File: src/rtl/sec_countdown.sv
// Loadable BCD mm:ss countdown timer with idle/run/pause/expired control and a one-cycle TimeUp.
// Optional low-time warning output is enabled by defining SEC_COUNTDOWN_WARN_EN.
module sec_countdown #(
   parameter int unsigned WARN_SECS = 10
) (
   input  logic        clk,
   input  logic        rst,
   input  logic        load,
   input  logic [15:0] load_time,
   input  logic        start,
   input  logic        pause,
   input  logic        OneSecTimeout,
   output logic [15:0] time_bcd,
   output logic        running,
`ifdef SEC_COUNTDOWN_WARN_EN
   output logic        TimeUp,
   output logic        warn
`else
   output logic        TimeUp
`endif
);

   typedef enum logic [1:0] {StIdle, StRun, StPause, StExpired} state_t;

   state_t      stateQ, stateD;
   logic [15:0] timeQ, timeD;
   logic        runningQ, timeUpQ, timeUpD;

   function automatic logic [15:0] sanitise(input logic [15:0] t);
      logic [3:0] mt, mo, st, so;
      mt = (t[15:12] > 4'd9) ? 4'd9 : t[15:12];
      mo = (t[11:8]  > 4'd9) ? 4'd9 : t[11:8];
      st = (t[7:4]   > 4'd5) ? 4'd5 : t[7:4];
      so = (t[3:0]   > 4'd9) ? 4'd9 : t[3:0];
      return {mt, mo, st, so};
   endfunction

   // Only called with a non-zero time, so the minute-tens borrow never wraps.
   function automatic logic [15:0] decrement(input logic [15:0] t);
      logic [3:0] mt, mo, st, so;
      {mt, mo, st, so} = t;
      if (so != 4'd0) begin
         so = so - 4'd1;
      end else begin
         so = 4'd9;
         if (st != 4'd0) begin
            st = st - 4'd1;
         end else begin
            st = 4'd5;
            if (mo != 4'd0) begin
               mo = mo - 4'd1;
            end else begin
               mo = 4'd9;
               mt = mt - 4'd1;
            end
         end
      end
      return {mt, mo, st, so};
   endfunction

   always_comb begin
      stateD  = stateQ;
      timeD   = timeQ;
      timeUpD = 1'b0;
      if (load) begin
         timeD  = sanitise(load_time);
         stateD = StIdle;
      end else begin
         unique case (stateQ)
            StIdle: begin
               if (!pause && start) begin
                  if (timeQ == 16'h0000) begin
                     stateD  = StExpired;
                     timeUpD = 1'b1;
                  end else begin
                     stateD = StRun;
                  end
               end
            end
            StRun: begin
               if (pause) begin
                  stateD = StPause;
               end else if (OneSecTimeout) begin
                  timeD = decrement(timeQ);
                  if (timeD == 16'h0000) begin
                     stateD  = StExpired;
                     timeUpD = 1'b1;
                  end
               end
            end
            StPause: begin
               if (!pause && start) stateD = StRun;
            end
            StExpired: begin
               timeD = 16'h0000;
            end
            default: stateD = StIdle;
         endcase
      end
   end

   always_ff @(posedge clk) begin
      if (rst) begin
         stateQ   <= StIdle;
         timeQ    <= 16'h0000;
         runningQ <= 1'b0;
         timeUpQ  <= 1'b0;
      end else begin
         stateQ   <= stateD;
         timeQ    <= timeD;
         runningQ <= (stateD == StRun);
         timeUpQ  <= timeUpD;
      end
   end

`ifdef SEC_COUNTDOWN_WARN_EN
   localparam logic [6:0] WarnThresh = 7'(WARN_SECS);

   logic       warnQ, warnD;
   logic [6:0] secsD;

   // Threshold is below one minute, so any non-zero minutes digit disables the warning.
   always_comb begin
      secsD = 7'(timeD[7:4]) * 7'd10 + 7'(timeD[3:0]);
      warnD = ((stateD == StRun) || (stateD == StPause)) && (timeD[15:8] == 8'h00) &&
              (secsD != 7'd0) && (secsD <= WarnThresh);
   end

   always_ff @(posedge clk) begin
      if (rst) warnQ <= 1'b0;
      else     warnQ <= warnD;
   end

   assign warn = warnQ;
`endif

   assign time_bcd = timeQ;
   assign running  = runningQ;
   assign TimeUp   = timeUpQ;

endmodule

File: config.mk
export PLATFORM = sky130hd
export DESIGN_NAME = sec_countdown
export DESIGN_NICKNAME = d
export VERILOG_FILES = /design/src/rtl/sec_countdown.sv
export SDC_FILE = /design/constraint.sdc
export NUM_CORES = 1
export LEC_CHECK = 0
export CAP_MARGIN = 40
export CORE_MARGIN = 5
export CORE_UTILIZATION = 40
export CTS_BUF_LIST = sky130_fd_sc_hd__clkbuf_8 sky130_fd_sc_hd__clkbuf_16
export CTS_CLUSTER_SIZE = 20
export DETAILED_ROUTE_END_ITERATION = 8
export PLACE_DENSITY = 0.71
export SYNTH_ARGS = -nofsm -noshare
export SYNTH_HDL_FRONTEND = slang
export SYNTH_SLANG_ARGS = --single-unit
File: constraint.sdc
create_clock -name clk -period 2 [get_ports clk]
set_input_delay 0.5 -clock clk [delete_from_list [all_inputs] [get_ports clk]]
set_output_delay 0.5 -clock clk [all_outputs]
set_load 0.1 [all_outputs]
-- Word-level counts from Yosys, hierarchy flattened
Index checks and enable logic that the tools add are counted.
- $add $sub $neg: 4
- multiply operators: 0
- eq/ne operators: 6
- muxes and demuxes: 47
- div/mod/pow operators: 0
- shift-type cells: 0
- reductions and logical operators: 11
- magnitude comparators: 4
- bitwise operators: 0
- operators with widths (cell ; count):
    4-bit 2-to-1 mux ; 29
    16-bit 2-to-1 mux ; 3
    16-bit zero test ; 2
    16-bit case mux with 2 select lines ; 1
    4-bit by 1-bit subtractor with 4-bit output, second input constant ; 4
    2-bit 2-to-1 mux ; 7
    4-bit > comparator, second input constant ; 3
    4-bit nonzero test ; 3
    3-bit != test, second input constant ; 2
    2-bit case mux with 3 select lines ; 1
    1-bit 2-to-1 mux ; 5
    2-bit by 1-bit == test with 1-bit output, second input constant ; 2
    2-bit == test, second input constant ; 2
    4-bit by 3-bit > comparator with 1-bit output, second input constant ; 1
    3-bit AND reduction ; 1
    3-bit nonzero test ; 1
    2-bit zero test ; 1
    1-bit case mux with 2 select lines ; 1
    2-bit OR reduction ; 1
    1-bit logical AND ; 1
    1-bit zero test ; 1
- latch bits: 0
- ROM bits: 0
- output and inout bits: 18
- word-level logic and storage cells: 76
- bits in writable memories: 0
- register bits: 20
- input bits: 22
- memories: 0

-- Depth between registers and ports, before layout
- word-level depth: 15
- mapped depth: 7
- mapped depth without buffers: 7

-- Least setup slack after synthesis
Ideal clock, no wire load.
- path kind: register -> register
- start point: register timeQ[0], in the netlist time_bcd[0]
- end point: register timeQ[5], in the netlist time_bcd[5]
- clock period less this slack: 2277 ps
- setup time: 128 ps
- path buffers: 1
- required time: 1872 ps
- data arrival time: 2149 ps
- path slack: -277 ps
- cell stages (with the launch flop): 7
- path through: dfxtp_1 -> buf_6 -> or4_4 -> nor3_4 -> mux2_1 -> a32oi_1 -> nor2_1
- longest elaborated chain between the ends: 10
- RTL lines (what ; RTL line ; text):
    start: declaration ; 26 ; logic [15:0] timeQ, timeD;
    start signal: assignment ; 110 ; timeQ <= timeD;
    4-bit nonzero test ; 42 ; if (so != 4'd0) begin
    4-bit 2-to-1 mux ; 42 ;
    4-bit 2-to-1 mux ; 83 ; end else if (OneSecTimeout) begin
    4-bit 2-to-1 mux ; 81 ; if (pause) begin
    4-bit 2-to-1 mux ; 69 ; unique case (stateQ)
    4-bit 2-to-1 mux ; 65 ; if (load) begin
    16-bit 2-to-1 mux ; 83 ;
    16-bit 2-to-1 mux ; 81 ;
    16-bit case mux with 2 select lines ; 69 ;
    16-bit 2-to-1 mux ; 65 ;
Every way passes these cells. The select of a mux whose other input is x is not followed.
A chain may end at the register's enable or synchronous reset.

-- Worst setup path in the final report
- start point: input OneSecTimeout
- end point: register timeQ[5], in the netlist time_bcd[5]
- longest elaborated chain between the ends: 2
- RTL lines (what ; RTL line ; text):
    start: declaration ; 12 ; input logic OneSecTimeout,
    3-bit != test (no line) ; -- ;
    3-bit AND reduction (no line) ; -- ;
Every way passes these cells.

==> flow_metrics.py <==
metrics = {
    "drt": {
        "wl_mm": 3.646,
        "drt_iter0_markers": 123,
        "num_vias": 1368,
        "via_per_inst": 5.516,
        "drc": 0,
        "wire_per_inst_um": 14.70,
        "first_pass_iters": 4,
        "ant_nets": 0,
    },
    "worst_setup_path": {
        "rr_endpoint": "time_bcd[5]$_SDFFE_PP0P_",
        "arrival_ns": 1.96,
        "required_ns": 2.15,
        "r2r_cells": 5,
        "endpoint_kind": "flip-flop",
        "timing_worst_setup_path_type": "in2reg",
        "r2r_setup_slack_ns": 0.19,
        "cp_max_fo": 6,
        "reg2reg_from": "time_bcd[0]$_SDFFE_PP0P_",
        "startpoint_type": "primary input",
    },
    "sta": {
        "hold_viol": 0,
        "min_period_ns": 1.813,
        "period_share_pct": 90.67,
        "finalMaxSlewViolations": 0,
        "maxSlewHeadroom_pct": 70.57,
        "rsz0062_at_grt": "no",
        "skew_ns": 0.001747,
        "worst_slew_pin_slew_ns": 0.4375,
        "finalSetupViolCount": 0,
        "max_freq_mhz": 551.4,
        "holdWs_ns": 0.5838,
        "setup_ws_ns": 0.1866,
    },
    "synth": {
        "synth_edf_count": 0,
        "ys_seq_elements": 20,
        "yosysSeqAreaShare_pct": 31.75,
        "synth_top_area_share_pct": 31.75,
        "syn_avg_cell_area_um2": 8.085,
        "ys_warn_count": 0,
        "postSynthCellCount": 156,
        "syn_area_mm2": 0.001261,
        "synthArstFlopShare_pct": 0,
        "yosys.area.top_type": "dfxtp_1",
        "ys.flop_type": "dfxtp_1",
        "netlist_top_cells_area": "dfxtp_1, nor2_1, o21ai_0",
        "yosys.cell_types.count": 42,
        "syn_nets": 180,
    },
    "cells_and_area": {
        "diodes": 0,
        "fillers": 251,
        "layout.nets": 229,
        "area_growth_pct": 56.05,
        "drive_above_1_share_pct": 22.06,
    },
    "power": {
        "p_sw_w": 0.0004016,
        "swShare_pct": 35.70,
        "combPwrFrac_pct": 35.6,
        "p_seq_share_pct": 40.7,
        "ir_worst_vdd_mv": 0.4792,
        "power.leakage_nw": 0.7586,
        "power_density_mw_per_mm2": 571.7,
        "p_clk_share_pct": 23.8,
        "p_int_w": 0.0007235,
    },
    "clock_tree": {
        "htreeDepth": 1,
        "hold_buffers": 0,
        "cts_buffer_depth": 2,
        "clock-sinks": 20,
        "post_cts_buffers": 0,
        "clkSlewWorstSetupHoldPaths_ns": 0.07,
        "cts_tree": "done",
        "numCtsBuffers": 3,
        "insertion_delay_ns": 0.25,
        "root_buffer": "clkbuf_8",
        "ctsResizeCount": 0,
    },
    "grt": {
        "grt_max_degree": 12,
        "antenna_found_initial": 0,
        "grt_pass1_vias": 1332,
        "grt_overflow": 0,
        "grt_usage_pct": 17.46,
        "grt_pass1_wl_mm": 6.182,
    },
    "worst_hold_path": {
        "hp-class": "reg2reg",
        "hold_end": "time_bcd[2]$_SDFFE_PP0P_",
        "min_path_cells": 2,
        "hold_start": "time_bcd[2]$_SDFFE_PP0P_",
    },
    "floorplanning": {
        "placementRows": 20,
        "io_pins": 40,
        "dieArea_mm2": 0.004376,
        "die_w_um": 66.15,
        "die_y_um": 66.15,
        "initial_core_util_pct": 41.65,
        "core_area_mm2": 0.003028,
    },
    "outcome": {
        "status": "finished, final reports clean",
    },
    "placement": {
        "dpl.hpwl_mm": 2.977,
        "io_buffers": 39,
        "pre_cts_slack_ns": -0.06284,
        "gp_congestion": 0.9041,
    },
    "run": {
        "drv_cap": 0,
    },
}
[placed cells by master, fill, tap and decap left out, types with 2 or more instances in the layout]
master,count
a21boi_0,2
a21oi_1,7
a22o_1,2
a22oi_1,2
a32oi_1,3
buf_12,16
buf_4,14
clkbuf_8,3
clkdlybuf4s50_1,21
dfxtp_1,14
dfxtp_2,4
dfxtp_4,2
ha_1,2
inv_1,5
mux2i_1,2
nand2_1,16
nand2b_1,2
nand3_1,6
nand4_1,5
nor2_1,19
nor2b_1,4
nor3_1,6
nor4_1,5
nor4_4,2
o21a_1,4
o21ai_0,13
xnor2_1,5
xor2_1,2
[registers in the layout (all words and copies together), names as in the netlist]
name / flops
running: 1
time_bcd: 16
stateQ: 2
TimeUp: 1
[area by class of cell]
| type | instances | area [µm²] | share of cell area, % |
|---|---|---|---|
| Clock inverter | 1 | 3.754 | 0.1907 |
| Inverter | 4 | 15.01 | 0.7629 |
| Sequential cell | 20 | 412.9 | 20.98 |
| Timing Repair Buffer | 51 | 635.6 | 32.29 |
| Tap cell | 44 | 55.05 | 2.797 |
| Clock buffer | 3 | 41.29 | 2.098 |
| Multi-Input combinational cell | 125 | 804.5 | 40.88 |
[routing by layer]
layer | up-vias | share of wire (%) | global-route usage [%]
li1 | 673 | - | -
met1 | 636 | 42 | 23.12
met2 | 53 | 50 | 28.38
met3 | 6 | 6.6 | 3.741
met4 | 0 | 1.2 | 4.822
met5 | - | 0 | 0
[worst max-delay path by stage]
stage | endpoint | from | slack, ns
floorplan | time_bcd[13]$_SDFFE_PP0P_ | time_bcd[4]$_SDFFE_PP0P_ | 0.02
detailed placement | time_bcd[5]$_SDFFE_PP0P_ | OneSecTimeout | -0.06
CTS | time_bcd[5]$_SDFFE_PP0P_ | OneSecTimeout | 0.19
global route | time_bcd[6]$_SDFFE_PP0P_ | OneSecTimeout | 0.11
global placement | time_bcd[5]$_SDFFE_PP0P_ | OneSecTimeout | -0.01
finish | time_bcd[5]$_SDFFE_PP0P_ | OneSecTimeout | 0.19
[logic make-up after synthesis]
logic type,synth area share [%]
and+or+nand+nor,35.02
AOI/OAI and AO/OA,19.44
DFF,31.75
buffers and inverters,4.464
xor gates and xnor gates,4.861
muxes,2.480
adders and majority gates,1.984
[Yosys cell counts (3+ instances only)]
master   number
a21oi_1       7
a32oi_1       3
buf_2         3
dfxtp_1      20
inv_1         4
nand2_1      16
nand3_1       6
nand4_1       5
nor2_1       19
nor2b_1       4
nor3_1        6
nor4_1        5
o21a_1        4
o21ai_0      13
xnor2_1       5
[stage by stage]
step           setup TNS [ns]  power [W]  utilization [%]  instances  cell area, µm²
2_1_floorplan               0  0.0006968                -        156            1274
3_3_place_gp         -0.01338  0.0008575            63.51        244            1923
3_5_place_dp          -0.1735  0.0008659            63.51        244            1923
4_1_cts                     0   0.001130            65.00        248            1968
5_1_grt                     0   0.001166            65.00        248            1968
6_report                    0   0.001125            65.00        248            1968
[power by group through the flow]
stage / combinational (W) / sequential (W) / clock (W)
after global placement: 0.000392 / 0.000465 / 0
after floorplan: 0.000123 / 0.000574 / 0
after CTS: 0.000400 / 0.000458 / 0.000272
final: 0.000400 / 0.000458 / 0.000267
after detailed placement: 0.000399 / 0.000467 / 0
after global routing: 0.000422 / 0.000462 / 0.000282
[critical path, cell delays in order]
cell,delay [ns]
clkdlybuf4s50_1,0.55
nand3b_4,0.15
nor3_4,0.21
mux2_1,0.34
a32oi_1,0.17
nor2_1,0.05
Note: power is estimated with default switching activity, not from simulation.
